## config.mk

```make
export PLATFORM = sky130hd
export DESIGN_NAME = char_write_scheduler
export DESIGN_NICKNAME = d
export VERILOG_FILES = /design/src/rtl/char_write_scheduler_pkg.sv /design/src/rtl/char_write_scheduler_wrap_counter.sv /design/src/rtl/char_write_scheduler.sv
export SDC_FILE = /design/constraint.sdc
export NUM_CORES = 1
export LEC_CHECK = 0
export BUFFER_PORTS_ARGS = -buffer_cell sky130_fd_sc_hd__buf_2
export CAP_MARGIN = 20
export CORE_ASPECT_RATIO = 0.7
export CORE_MARGIN = 2
export CORE_UTILIZATION = 35
export DETAILED_ROUTE_END_ITERATION = 6
export GPL_ROUTABILITY_DRIVEN = 0
export PLACE_DENSITY_LB_ADDON = 0.05
export SYNTH_ARGS = -nofsm -noshare
export SYNTH_HDL_FRONTEND = slang
export SYNTH_SLANG_ARGS = --single-unit
```

## constraint.sdc

```tcl
create_clock -name clk -period 2.1 [get_ports clk]
set_clock_uncertainty 0.15 [all_clocks]
set_input_delay 0.315 -clock clk [delete_from_list [all_inputs] [get_ports clk]]
set_output_delay 0.315 -clock clk [all_outputs]
set_load 0.05 [all_outputs]
```

## src/rtl/char_write_scheduler_pkg.sv

```systemverilog
// rtl/char_write_scheduler_pkg.sv - shared geometry defaults and state encodings
package char_write_scheduler_pkg;

  localparam int          ROWS_DEF       = 24;
  localparam int          COLS_DEF       = 80;
  localparam int          ADDR_BITS_DEF  = 11;
  localparam int          COUNT_BITS_DEF = 12;
  localparam logic [7:0]  BLANK_CHAR_DEF = 8'h20;

  typedef enum logic [1:0] {
    ST_IDLE    = 2'd0,
    ST_FILL    = 2'd1,
    ST_SFILL   = 2'd2,
    ST_SCOMMIT = 2'd3
  } state_t;

  // Owner of the most recent buffer-port grant.
  typedef enum logic {
    RR_FILL = 1'b0,
    RR_WR   = 1'b1
  } rr_t;

endpackage

```

## src/rtl/char_write_scheduler_wrap_counter.sv

```systemverilog
// rtl/char_write_scheduler_wrap_counter.sv - loadable counter stepping by STEP modulo SIZE
// Ports: clk/reset (async, active-high), load + load_value (load wins over inc),
//        inc (advance by STEP, wrapping at SIZE), value (registered count).
module char_write_scheduler_wrap_counter #(
  parameter int WIDTH = 11,
  parameter int SIZE  = 1920,
  parameter int STEP  = 1
) (
  input  logic             clk,
  input  logic             reset,
  input  logic             load,
  input  logic [WIDTH-1:0] load_value,
  input  logic             inc,
  output logic [WIDTH-1:0] value
);

  localparam logic [WIDTH:0] SIZE_W = SIZE[WIDTH:0];
  localparam logic [WIDTH:0] STEP_W = STEP[WIDTH:0];

  logic [WIDTH:0]   sum;
  logic [WIDTH-1:0] wrapped;

  // value is always < SIZE, so one conditional subtract is enough.
  always_comb begin
    sum     = {1'b0, value} + STEP_W;
    wrapped = sum[WIDTH-1:0];
    if (sum >= SIZE_W) begin
      wrapped = WIDTH'(sum - SIZE_W);
    end
  end

  always_ff @(posedge clk or posedge reset) begin
    if (reset) begin
      value <= '0;
    end else if (load) begin
      value <= load_value;
    end else if (inc) begin
      value <= wrapped;
    end
  end

endmodule

```

## src/rtl/char_write_scheduler.sv

```systemverilog
// rtl/char_write_scheduler.sv - arbitrates the char_buffer write port and owns first_char
// Ports: clk/reset (async, active-high);
//        wr_*      single-character write handshake from command_handler;
//        fill_*    bulk fill request, scroll_* scroll-one-row request (ready only when idle);
//        buf_*     registered char_buffer write port;
//        first_char/first_char_wen registered scroll origin and its change pulse;
//        busy (engine active), done (one-cycle completion pulse).
module char_write_scheduler
  import char_write_scheduler_pkg::*;
#(
  parameter int         ROWS       = ROWS_DEF,
  parameter int         COLS       = COLS_DEF,
  parameter int         ADDR_BITS  = ADDR_BITS_DEF,
  parameter int         COUNT_BITS = COUNT_BITS_DEF,
  parameter logic [7:0] BLANK_CHAR = BLANK_CHAR_DEF
) (
  input  logic                  clk,
  input  logic                  reset,
  input  logic                  wr_valid,
  output logic                  wr_ready,
  input  logic [ADDR_BITS-1:0]  wr_addr,
  input  logic [7:0]            wr_char,
  input  logic                  fill_valid,
  output logic                  fill_ready,
  input  logic [ADDR_BITS-1:0]  fill_addr,
  input  logic [COUNT_BITS-1:0] fill_count,
  input  logic [7:0]            fill_char,
  input  logic                  scroll_valid,
  output logic                  scroll_ready,
  output logic [ADDR_BITS-1:0]  buf_addr,
  output logic [7:0]            buf_char,
  output logic                  buf_wen,
  output logic [ADDR_BITS-1:0]  first_char,
  output logic                  first_char_wen,
  output logic                  busy,
  output logic                  done
);

  localparam int                    SIZE   = ROWS * COLS;
  localparam logic [COUNT_BITS-1:0] SIZE_C = SIZE[COUNT_BITS-1:0];
  localparam logic [COUNT_BITS-1:0] COLS_C = COLS[COUNT_BITS-1:0];

  state_t                  state, state_nxt;
  rr_t                     rr;
  logic [COUNT_BITS-1:0]   remaining;
  logic [7:0]              data;
  logic [ADDR_BITS-1:0]    ptr;

  logic                    wr_grant;
  logic                    beat;
  logic                    fill_acc;
  logic                    scroll_acc;
  logic                    fill_done;
  logic                    commit;

  assign fill_ready   = (state == ST_IDLE);
  assign scroll_ready = fill_ready;
  assign busy         = (state != ST_IDLE);

  // Decoded from registers only, so a requester cannot see combinational feedback.
  always_comb begin
    wr_ready = 1'b1;
    if (state == ST_FILL || state == ST_SFILL) begin
      wr_ready = (rr == RR_FILL);
    end
  end

  always_comb begin
    state_nxt  = state;
    wr_grant   = wr_valid && wr_ready;
    scroll_acc = 1'b0;
    fill_acc   = 1'b0;
    beat       = 1'b0;
    fill_done  = 1'b0;
    commit     = 1'b0;
    case (state)
      ST_IDLE: begin
        if (scroll_valid) begin
          scroll_acc = 1'b1;
          state_nxt  = ST_SFILL;
        end else if (fill_valid) begin
          fill_acc  = 1'b1;
          state_nxt = ST_FILL;
        end
      end
      ST_FILL: begin
        // A zero-length fill lands here with nothing to write.
        if (remaining == '0) begin
          fill_done = 1'b1;
          state_nxt = ST_IDLE;
        end else if (!wr_grant) begin
          beat = 1'b1;
          if (remaining == COUNT_BITS'(1)) begin
            fill_done = 1'b1;
            state_nxt = ST_IDLE;
          end
        end
      end
      ST_SFILL: begin
        if (!wr_grant && remaining != '0) begin
          beat = 1'b1;
          if (remaining == COUNT_BITS'(1)) begin
            state_nxt = ST_SCOMMIT;
          end
        end
      end
      ST_SCOMMIT: begin
        commit    = 1'b1;
        state_nxt = ST_IDLE;
      end
      default: state_nxt = ST_IDLE;
    endcase
  end

  always_ff @(posedge clk or posedge reset) begin
    if (reset) begin
      state          <= ST_IDLE;
      rr             <= RR_FILL;
      remaining      <= '0;
      data           <= '0;
      buf_addr       <= '0;
      buf_char       <= '0;
      buf_wen        <= 1'b0;
      first_char_wen <= 1'b0;
      done           <= 1'b0;
    end else begin
      state          <= state_nxt;
      buf_wen        <= wr_grant || beat;
      first_char_wen <= commit;
      done           <= fill_done || commit;
      if (wr_grant) begin
        buf_addr <= wr_addr;
        buf_char <= wr_char;
        rr       <= RR_WR;
      end else if (beat) begin
        buf_addr <= ptr;
        buf_char <= data;
        rr       <= RR_FILL;
      end
      if (fill_acc) begin
        remaining <= (fill_count > SIZE_C) ? SIZE_C : fill_count;
        data      <= fill_char;
      end else if (scroll_acc) begin
        remaining <= COLS_C;
        data      <= BLANK_CHAR;
      end else if (beat) begin
        remaining <= remaining - COUNT_BITS'(1);
      end
    end
  end

  // Fill pointer: starts at fill_addr, or at the row being recycled for a scroll.
  char_write_scheduler_wrap_counter #(
    .WIDTH (ADDR_BITS),
    .SIZE  (SIZE),
    .STEP  (1)
  ) u_ptr (
    .clk        (clk),
    .reset      (reset),
    .load       (fill_acc || scroll_acc),
    .load_value (scroll_acc ? first_char : fill_addr),
    .inc        (beat),
    .value      (ptr)
  );

  // Scroll origin advances by one row per committed scroll.
  char_write_scheduler_wrap_counter #(
    .WIDTH (ADDR_BITS),
    .SIZE  (SIZE),
    .STEP  (COLS)
  ) u_first_char (
    .clk        (clk),
    .reset      (reset),
    .load       (1'b0),
    .load_value ('0),
    .inc        (commit),
    .value      (first_char)
  );

endmodule
```

# --- Word-level counts from Yosys, hierarchy flattened ---
# Index checks and enable logic that the tools add are counted.
op_classes:
  add_sub_neg: 5
  magnitude_cmp: 3
  n_eq_ne: 9
  mux: 40
  n_bitwise: 1
  n_reduce_logical: 16
op_table:
  columns: ["op", "n"]
  rows:
  - ["$mux W11", 7]
  - ["$mux W12", 4]
  - ["$mux W8", 4]
  - ["$ge A12 B11 Y1 const B", 2]
  - ["$sub A11 B11 Y11 const B", 2]
  - ["$mux W1", 16]
  - ["$mux W2", 7]
  - ["$add A11 B1 Y12 const B", 1]
  - ["$add A11 B7 Y12 const B", 1]
  - ["$eq A12 B1 Y1 const B", 1]
  - ["$gt A12 B11 Y1 const B", 1]
  - ["$logic_not A12 Y1", 1]
  - ["$reduce_bool A12 Y1", 1]
  - ["$sub A12 B1 Y12 const B", 1]
  - ["$pmux W2 S4", 1]
  - ["$reduce_bool A2 Y1", 4]
  - ["$ne A3 B2 Y1 const B", 2]
  - ["$reduce_and A5 Y1", 1]
  - ["$eq A2 B2 Y1 const B", 2]
  - ["$logic_or A1 B1 Y1", 4]
  - ["$ne A2 B1 Y1 const B", 2]
  - ["$ne A3 B1 Y1 const B", 1]
  - ["$reduce_bool A3 Y1", 1]
  - ["$eq A2 B1 Y1 const B", 1]
  - ["5 further kinds", 6]
totals:
  regBits: 67
  input_bits: 55
  elab_cells: 85

# --- Logic depth before layout (Yosys ltp) ---
# Gate-level depths: netlist (run 1).
logic_depth:
  depth_word: 11
  mapped_depth: 10
  mapped_depth_nobuf: 10

# --- By module ---
# From an unflattened synthesis (run 1), not the netlist that was laid out.
unflattened:
  hier_cells: 488
  area_unflattened_um2: 4351.7
by_module_without_submodules:
  columns: ["module", "n_inst", "cells_per_inst", "area_each_um2"]
  rows:
  - ["char_write_scheduler", 1, 294, 2648.8]
  - ["char_write_scheduler_wrap_counter (u_ptr)", 1, 104, 874.6]
  - ["char_write_scheduler_wrap_counter (u_first_char)", 1, 90, 828.3]

# --- Worst setup path before layout (run 1) ---
# Ideal clock, no wire load.
synth_path:
  path_type: "flip-flop to flip-flop"
  from: "register state[0]"
  to: "register remaining[3]"
  setup_ns: 0.065
  t_arrival_ns: 2.308
  required_time_ns: 1.885
  slack_ns: -0.423
  stages_incl_launch_ff: 10
  path_buffers: 1
  synth_period_minus_slack_ns: 2.523
  cell_sequence: "dfrtp_1 inv_1 ha_1 nand2_1 or2_2 buf_2 nor3_4 and2_1 o21a_1 o22a_1"
synth_rtl:
  columns: ["item", "line", "source"]
  rows:
  - ["from (decl)", "char_write_scheduler.sv:43", "state_t state, state_nxt;"]
  - ["from (signal assigned)", "char_write_scheduler.sv:127", "state <= state_nxt;"]
  - ["$logic_not A2 Y1 (*)", null, null]
  - ["named net fill_ready", "char_write_scheduler.sv:24", "output logic fill_ready,"]
  - ["$mux W1", "char_write_scheduler.sv:76", "case (state)"]
  - ["$mux W12", "char_write_scheduler.sv:143", "end else if (scroll_acc) begin"]
  - ["$mux W12", "char_write_scheduler.sv:140", "if (fill_acc) begin"]
  - ["to (signal assigned)", "char_write_scheduler.sv:141", "remaining <= (fill_count > SIZE_C) ? SIZE_C : fill_count;"]
  - ["to (signal assigned)", "char_write_scheduler.sv:147", "remaining <= remaining - COUNT_BITS'(1);"]
  - ["to (decl)", "char_write_scheduler.sv:45", "logic [COUNT_BITS-1:0] remaining;"]
# The timed path passes the listed nets; every way through them passes the cells marked *.
# A chain may end at the register's enable or synchronous reset.

# --- Worst setup path in the final report (run 1) ---
layout_path:
  from: "register remaining[10]"
  to: "register buf_addr[8]"
layout_between:
  elab_chain_cells: 5
layout_rtl:
  columns: ["item", "line", "source"]
  rows:
  - ["$reduce_bool A12 Y1", "char_write_scheduler.sv:100", "if (!wr_grant && remaining != '0) begin"]
  - ["$logic_and A1 B1 Y1", "char_write_scheduler.sv:100", null]
  - ["$mux W1", "char_write_scheduler.sv:100", null]
  - ["$pmux W1 S2 (*)", "char_write_scheduler.sv:76", null]
  - ["$reduce_bool A2 Y1 (no source line) (*)", null, null]
  - ["to (signal assigned)", "char_write_scheduler.sv:132", "buf_addr <= wr_addr;"]
  - ["to (signal assigned)", "char_write_scheduler.sv:136", "buf_addr <= ptr;"]
  - ["to (decl)", "char_write_scheduler.sv:30", "output logic [ADDR_BITS-1:0] buf_addr,"]
# Every way passes the cells marked *; elsewhere a longest branch is shown, timed or not.

==> results of run 1 <==
[per-layer routing]
metal	vias to the layer above	wire, um
met5	-	0
met4	0	90
li1	1793	-
met3	9	652
met2	108	4920
met1	1739	5660
[power by group through the flow]
stage          clock network [uW]  registers (uW)  logic, uW
2_1_floorplan                   0            3060       2650
3_3_place_gp                    0            2270       5120
3_5_place_dp                    0            2280       5130
4_1_cts                      1540            2260       5170
5_1_grt                      1600            2400       6320
6_report                     1510            2330       5850
[per-stage QoR]
stage	hold WS [ns]	utilization [%]	cell area [um^2]	TNS (ns)
CTS	0.0161	47.6	4910	0
detailed placement	0.0272	44.5	4590	-0.00924
floorplan	0.270	-	3710	-0.176
finish	0.0215	50.5	5210	-0.0789
global placement	0.0293	44.5	4590	0
global route	0.0268	50.5	5210	-1.68
[how the worst min path moves through the flow]
stage	slack, ns	cells after the start	to
2_1_floorplan	0.27	2	data[0]
3_3_place_gp	0.03	2	buf_wen
3_5_place_dp	0.03	2	buf_wen
4_1_cts	0.02	3	data[7]
5_1_grt	0.03	3	data[6]
6_report	0.02	3	data[6]
[registers in the layout, indices dropped and copies added, names as in the netlist]
| signal | count |
|---|---|
| state | 2 |
| remaining | 12 |
| u_first_char.value | 7 |
| done | 1 |
| buf_char | 8 |
| u_ptr.value | 11 |
| data | 8 |
| rr | 1 |
| buf_wen | 1 |
| first_char_wen | 1 |
| buf_addr | 11 |
[worst register-to-register path, delay by kind of cell, from the launching register on]
| family | cells | cell delay (ns) |
|---|---|---|
| simple gates | 6 | 1.14 |
| buf+inv | 2 | 0.37 |
| flops | 1 | 0.42 |
[cells by family (layout without fill, tap and decap cells)]
logic type	after synthesis	after routing	share of synthesized area, %
adder cells (fa/ha/maj)	13	13	4.41
XOR/XNOR	10	10	2.38
AO/OA/AOI/OAI	123	123	21.0
multiplexers	3	3	0.882
other	1	4	0.102
AND/OR/NAND/NOR	173	173	23.0
flip-flops	63	63	42.8
buffers and inverters	38	178	5.46
[cells in the mapped netlist (all sizes together) (3+ instances only)]
library cell,instances
a211oi,3
a21o,6
a21oi,36
a22oi,18
a31oi,11
and2,3
buf,18
clkbuf,8
dfrtp,63
ha,13
inv,12
nand2,78
nand3,19
nand4,7
nor2,33
nor3,11
nor4,7
o21a,4
o21ai,26
o221ai,3
o31ai,3
xnor2,7
xor2,3
[cells in the final DEF, fill, tap and decap left out, types with 7 or more instances in the layout]
cell	instances
dfrtp_1	60
o21ai_0	20
ha_1	7
a21oi_1	33
clkbuf_16	11
inv_1	9
buf_2	87
nand2_2	10
nor3_1	8
nand3_1	17
nand2_1	62
a22oi_1	16
nor2_1	27
a31oi_1	11
buf_4	50
[area by class of cell]
class | instances | area (um^2) | area share, %
Timing Repair Buffer | 150 | 1020 | 19.6
Sequential cell | 63 | 1580 | 30.3
Tap cell | 132 | 165 | 3.17
Inverter | 12 | 45.0 | 0.865
Multi-Input combinational cell | 326 | 2100 | 40.3
Clock inverter | 6 | 60.1 | 1.15
Clock buffer | 10 | 239 | 4.59
[timing repair]
action / 4_1_cts / 5_1_grt
resized for setup: 1 / 54
hold endpoints to repair: 63 / 0
cloned: 0 / 3
pin swaps: 0 / 24
setup buffers: 1 / 8
hold buffers: 1 / 0
setup endpoints to repair: 2 / 36
==> impl_metrics.yaml, run 1 <==
drt:
  vias_per_cell: 5.22
  drtIter0Drc: 180
  antenna_left: 0
  wire_per_inst_um: 16.2
  wirelength_um: 11300
  vias: 3649
  drc: 0
  first_pass_iters: 7
hold_path:
  hp-class: "in2reg"
  min_from: "fill_char[6]"
outcome:
  outcome: "finished, violations left"
  violations: "setup timing"
final_layout:
  syn2layout_area_growth_pct: 41.2
  final_cells: 699
  drive_gt1_share_pct: 39.5
  fillers: 997
  final_nets: 630
  antennaDiodeCount: 0
worst_setup_path:
  reg2reg_setup_slack_ns: -0.03
  cp.required_ns: 2.23
  path_cells: "nor4_4, nand4_2, nor2b_4, buf_12, nor2_4, clkbuf_16, nand2_1, nand2_1"
  reg2reg_from: "remaining[10]"
  r2r_cells: 8
  cp.arrival_ns: 2.25
  start_kind: "flop"
  path_common_cell: "nand2_1"
  cpMaxStageDelayCell: "dfrtp_1"
  worst-path-stages: 8
  crit_path_end: "buf_addr[8]"
  cp_num_buf_inv: 2
  crit_type: "reg2reg"
  r2r_end: "buf_addr[8]"
  critPathMaxStageDelay_ns: 0.42
  crit_path_end_kind: "flop"
  critical_path.startpoint: "remaining[10]"
  cp_max_fo: 8
  cpLargestDelayFamily: "simple AND/OR/NAND/NOR gates"
floorplanning:
  fp.dieArea_um2: 11400
  ios: 92
  initial_core_util_pct: 35.7
  placementRows: 31
  die_w_um: 127
  design.core.area_um2: 10300
  die_height_um: 89.9
sta:
  setup_slack_ns: -0.0251
  hold_viol: 0
  setup_viol: 9
  layout_min_cycle_time_ns: 2.13
  post-route-period-util_pct: 101
  slew_viol_final: 0
  fmax_mhz: 471
  slew_headroom_pct: 65.5
  worstMarginPinSlew_ns: 0.518
  rsz0062_at_grt: "true"
power_and_ir_drop:
  pwr-share-seq_pct: 24.0
  p_leak_uw: 0.00253
  power.density_nw_per_um2: 1860
  ir_drop_mv: 0.495
  switching_share_pct: 48.0
  comb_power_share_pct: 60.4
  power_frac_clock_pct: 15.6
  p_int_uw: 5040
  p_total_uw: 9680
  p_switching_uw: 4640
synth:
  synth_ff_type: "dfrtp_1"
  synth.avg_cell_area_um2: 8.70
  yosys_register_bits: 63
  ys_async_sr_fraction_pct: 100
  synth_top_area_share_pct: 42.8
  synth_area_um2: 3690
  synth_top_cell_by_area: "dfrtp_1"
  yosysUniqueCellTypes: 62
  ys_seq_area_share_pct: 42.8
  synth_cells: 424
  synth_area_leaders: "dfrtp_1 (43%), nand2_1 (7.8%), a21oi_1 (4.9%), ha_1 (4.4%), a22oi_1 (3.7%)"
  synth-edff-count: 0
  synth_warnings: 0
flow_run:
  drv_cap: 0
place:
  dp_hpwl_um: 8150
  place_ws_ns: -0.00924
  port_buffers: 87
  dp.cells: 671
global_route:
  grt_pass1_vias: 3408
  antenna_found_initial: 0
  grt_overflow: 0
  grt_max_degree: 39
  grtUsageMet1_pct: 29.6
  busiest_layer: "met1"
  groute.usage.overall_pct: 19.9
  grtUsageMet3_pct: 4.17
  use_met2_pct: 29.1
  grt_pass1_wl_um: 17800
clock_tree:
  cts_tree: "built"
  ctsRootBufferMaster: "clkbuf_16"
  cts_sinks: 63
  clk-insertion-delay-late_ns: 0.33
  cts-htree-levels: 3
  ctsLongestPathBuffers: 2
  cts_buffers: 9
  path_clk_slew_ns: 0.06
No activity file was read; power rests on OpenSTA's default activity.
==> run 2, diff against run 1 <==
--- a/config.mk
+++ b/config.mk
@@ -6,5 +6,5 @@
 export NUM_CORES = 1
 export LEC_CHECK = 0
-export BUFFER_PORTS_ARGS = -buffer_cell sky130_fd_sc_hd__buf_2
+export BUFFER_PORTS_ARGS = -buffer_cell sky130_fd_sc_hd__buf_4
 export CAP_MARGIN = 20
 export CORE_ASPECT_RATIO = 0.7
==> constraint.sdc (replaced) <==
create_clock -name clk -period 2.1 [get_ports clk]
set_clock_uncertainty 0.15 [all_clocks]
set_input_delay 0.42 -clock clk [delete_from_list [all_inputs] [get_ports clk]]
set_output_delay 0.42 -clock clk [all_outputs]
set_load 0.05 [all_outputs]
==> run 2 against run 1 <==
Effect of this change: the flow still finishes with violations (setup timing); count of clock-buffer cells in the layout rose by 3; core utilization rose by 1.5 points; total power rose by 2.6%; combinational power is 2% higher; sequential cell count is the same; maximum frequency rose by 0.49%; critical path depth shrank 1; die area unchanged; critical path type unchanged; largest cell class unchanged; highest routed layer unchanged.
==> impl_metrics.yaml, run 2 (same netlist as run 1, synthesis figures left out) <==
floorplanning:
  ios: 92
  placementRows: 31
  initial_core_util_pct: 35.7
  die_w_um: 127
  die_height_um: 89.9
  fp.dieArea_um2: 11400
  design.core.area_um2: 10300
sta:
  setup_slack_ns: -0.0147
  hold_viol: 0
  post-route-period-util_pct: 101
  rsz0062_at_grt: "true"
  fmax_mhz: 473
  slew_viol_final: 0
  setup_viol: 1
  holdWs_ns: 0.0387
  layout_min_cycle_time_ns: 2.11
clock_tree:
  cts_sinks: 63
  cts_buffers: 9
  clk-insertion-delay-late_ns: 0.33
  ctsRootBufferMaster: "clkbuf_16"
  ctsLongestPathBuffers: 2
  cts_hold_repair.buffers: 0
  cts_tree: "built"
  cts-htree-levels: 3
  path_clk_slew_ns: 0.05
worst_setup_path:
  cp_max_fo: 6
  path_cells: "buf_4, nand3_2, nor4_1, nor4_1, or4_1, a31oi_1, nor4_1"
  path_common_cell: "nor4_1"
  cp.arrival_ns: 2.17
  cpMaxStageDelayCell: "or4_1"
  crit_type: "reg2reg"
  cp.required_ns: 2.15
  critPathMaxStageDelay_ns: 0.41
  crit_path_end_kind: "flop"
  start_kind: "flop"
final_layout:
  largest_register: "remaining"
  antennaDiodeCount: 0
  final_nets: 624
  drive_gt1_share_pct: 37.4
  top_regs: "remaining (12), buf_addr (11), u_ptr.value (11)"
  final_cell_mix: "buf_4 (135), nand2_1 (61), dfrtp_1 (60)"
  final_cell_area_um2: 5370
  finish.utilization_pct: 52.0
  largest_reg_flops: 12
  syn2layout_area_growth_pct: 45.5
  layout_commonest_cell: "buf_4"
place:
  placed_area_um2: 4790
  port_buffers: 87
  dp_hpwl_um: 8190
  place_ws_ns: 0.00306
drt:
  wire_per_inst_um: 16.6
  antenna_left: 0
  first_pass_iters: 4
  vias: 3661
  drc: 0
  vias_per_cell: 5.28
  wirelength_um: 11500
  drtIter0Drc: 176
outcome:
  outcome: "finished, violations left"
  violations: "setup timing"
power_and_ir_drop:
  power_frac_clock_pct: 16.4
  p_int_uw: 5320
  pwr-share-seq_pct: 23.7
  p_switching_uw: 4620
  p_leak_uw: 0.00257
  comb_power_share_pct: 59.8
  power.density_nw_per_um2: 1850
  switching_share_pct: 46.5
  ir_drop_mv: 0.640
hold_path:
  hp-class: "in2async"
global_route:
  grt_pass1_wl_um: 17700
  grt_overflow: 0
  antenna_found_initial: 0
  groute.usage.overall_pct: 19.8
  grt_pass1_vias: 3428
  grt_max_degree: 64
flow_run:
  drv_cap: 0
run 2: cell types whose count changed in the layout (fill, tap and decap cells not counted), moves of 3 or more:
cell and change:
ha_1 +3, o21ai_0 +4, o21ai_1 -4, buf_6 -3, buf_2 -87, buf_4 +85, ha_2 -3, nand2_2 +3
run 2: critical path: cells and delay by family, from the launching register on:
kind / cells / cell delay [ns]
and+or+nand+nor: 5 / 1.12
DFF: 1 / 0.40
buffers and inverters: 1 / 0.18
AOI/OAI and AO/OA: 1 / 0.15
run 2: power by group through the flow:
stage	registers [uW]	clock network [uW]	logic, uW
3_5_place_dp	2320	0	5280
4_1_cts	2300	1670	5320
5_1_grt	2440	1720	6400
3_3_place_gp	2310	0	5220
2_1_floorplan	3060	0	2650
6_report	2360	1630	5950
run 2: through the flow:
| stage | TNS (ns) | total power, uW | cells |
|---|---|---|---|
| 3_3_place_gp | 0 | 7530 | 669 |
| 4_1_cts | 0 | 9290 | 685 |
| 6_report | -0.0147 | 9930 | 693 |
| 5_1_grt | -0.847 | 10600 | 693 |
| 3_5_place_dp | 0 | 7600 | 669 |
| 2_1_floorplan | -0.0276 | 5710 | 427 |
run 2: final timing paths:
check / endpoint / slack, ns / startpoint / cells after the start
min in group clk: data[6] / 0.13 / fill_char[6] / 3
setup reg to reg: u_ptr.value[10] / -0.01 / u_ptr.value[0] / 7
setup / recovery: u_ptr.value[10] / -0.01 / u_ptr.value[0] / 7
max in group asynchronous: u_first_char.value[5] / 1.47 / reset / 3
hold reg to reg: buf_addr[5] / 0.32 / buf_addr[5] / 2
hold / removal: buf_wen / 0.04 / reset / 3
run 2: timing repair:
action / CTS / global route
resized for setup: 2 / 38
buffers inserted: 0 / 5
pin swaps: 1 / 12
gates cloned: 0 / 3
setup endpoints to repair: 2 / 39
run 2: final cells by class:
cell class | count | area, um^2
sequential | 63 | 1580
clock inverter | 3 | 65.1
multi-input combinational | 326 | 2070
clock buffer | 13 | 260
inverter | 12 | 48.8
tap | 132 | 165
fill | 984 | 4950
timing repair buffer | 144 | 1180
run 2: per-layer routing:
metal	global-route usage (%)	share of wire [%]
met1	29.0	51
met2	29.0	43
met3	5.24	4.7
met4	5.13	0.90
met5	0	0
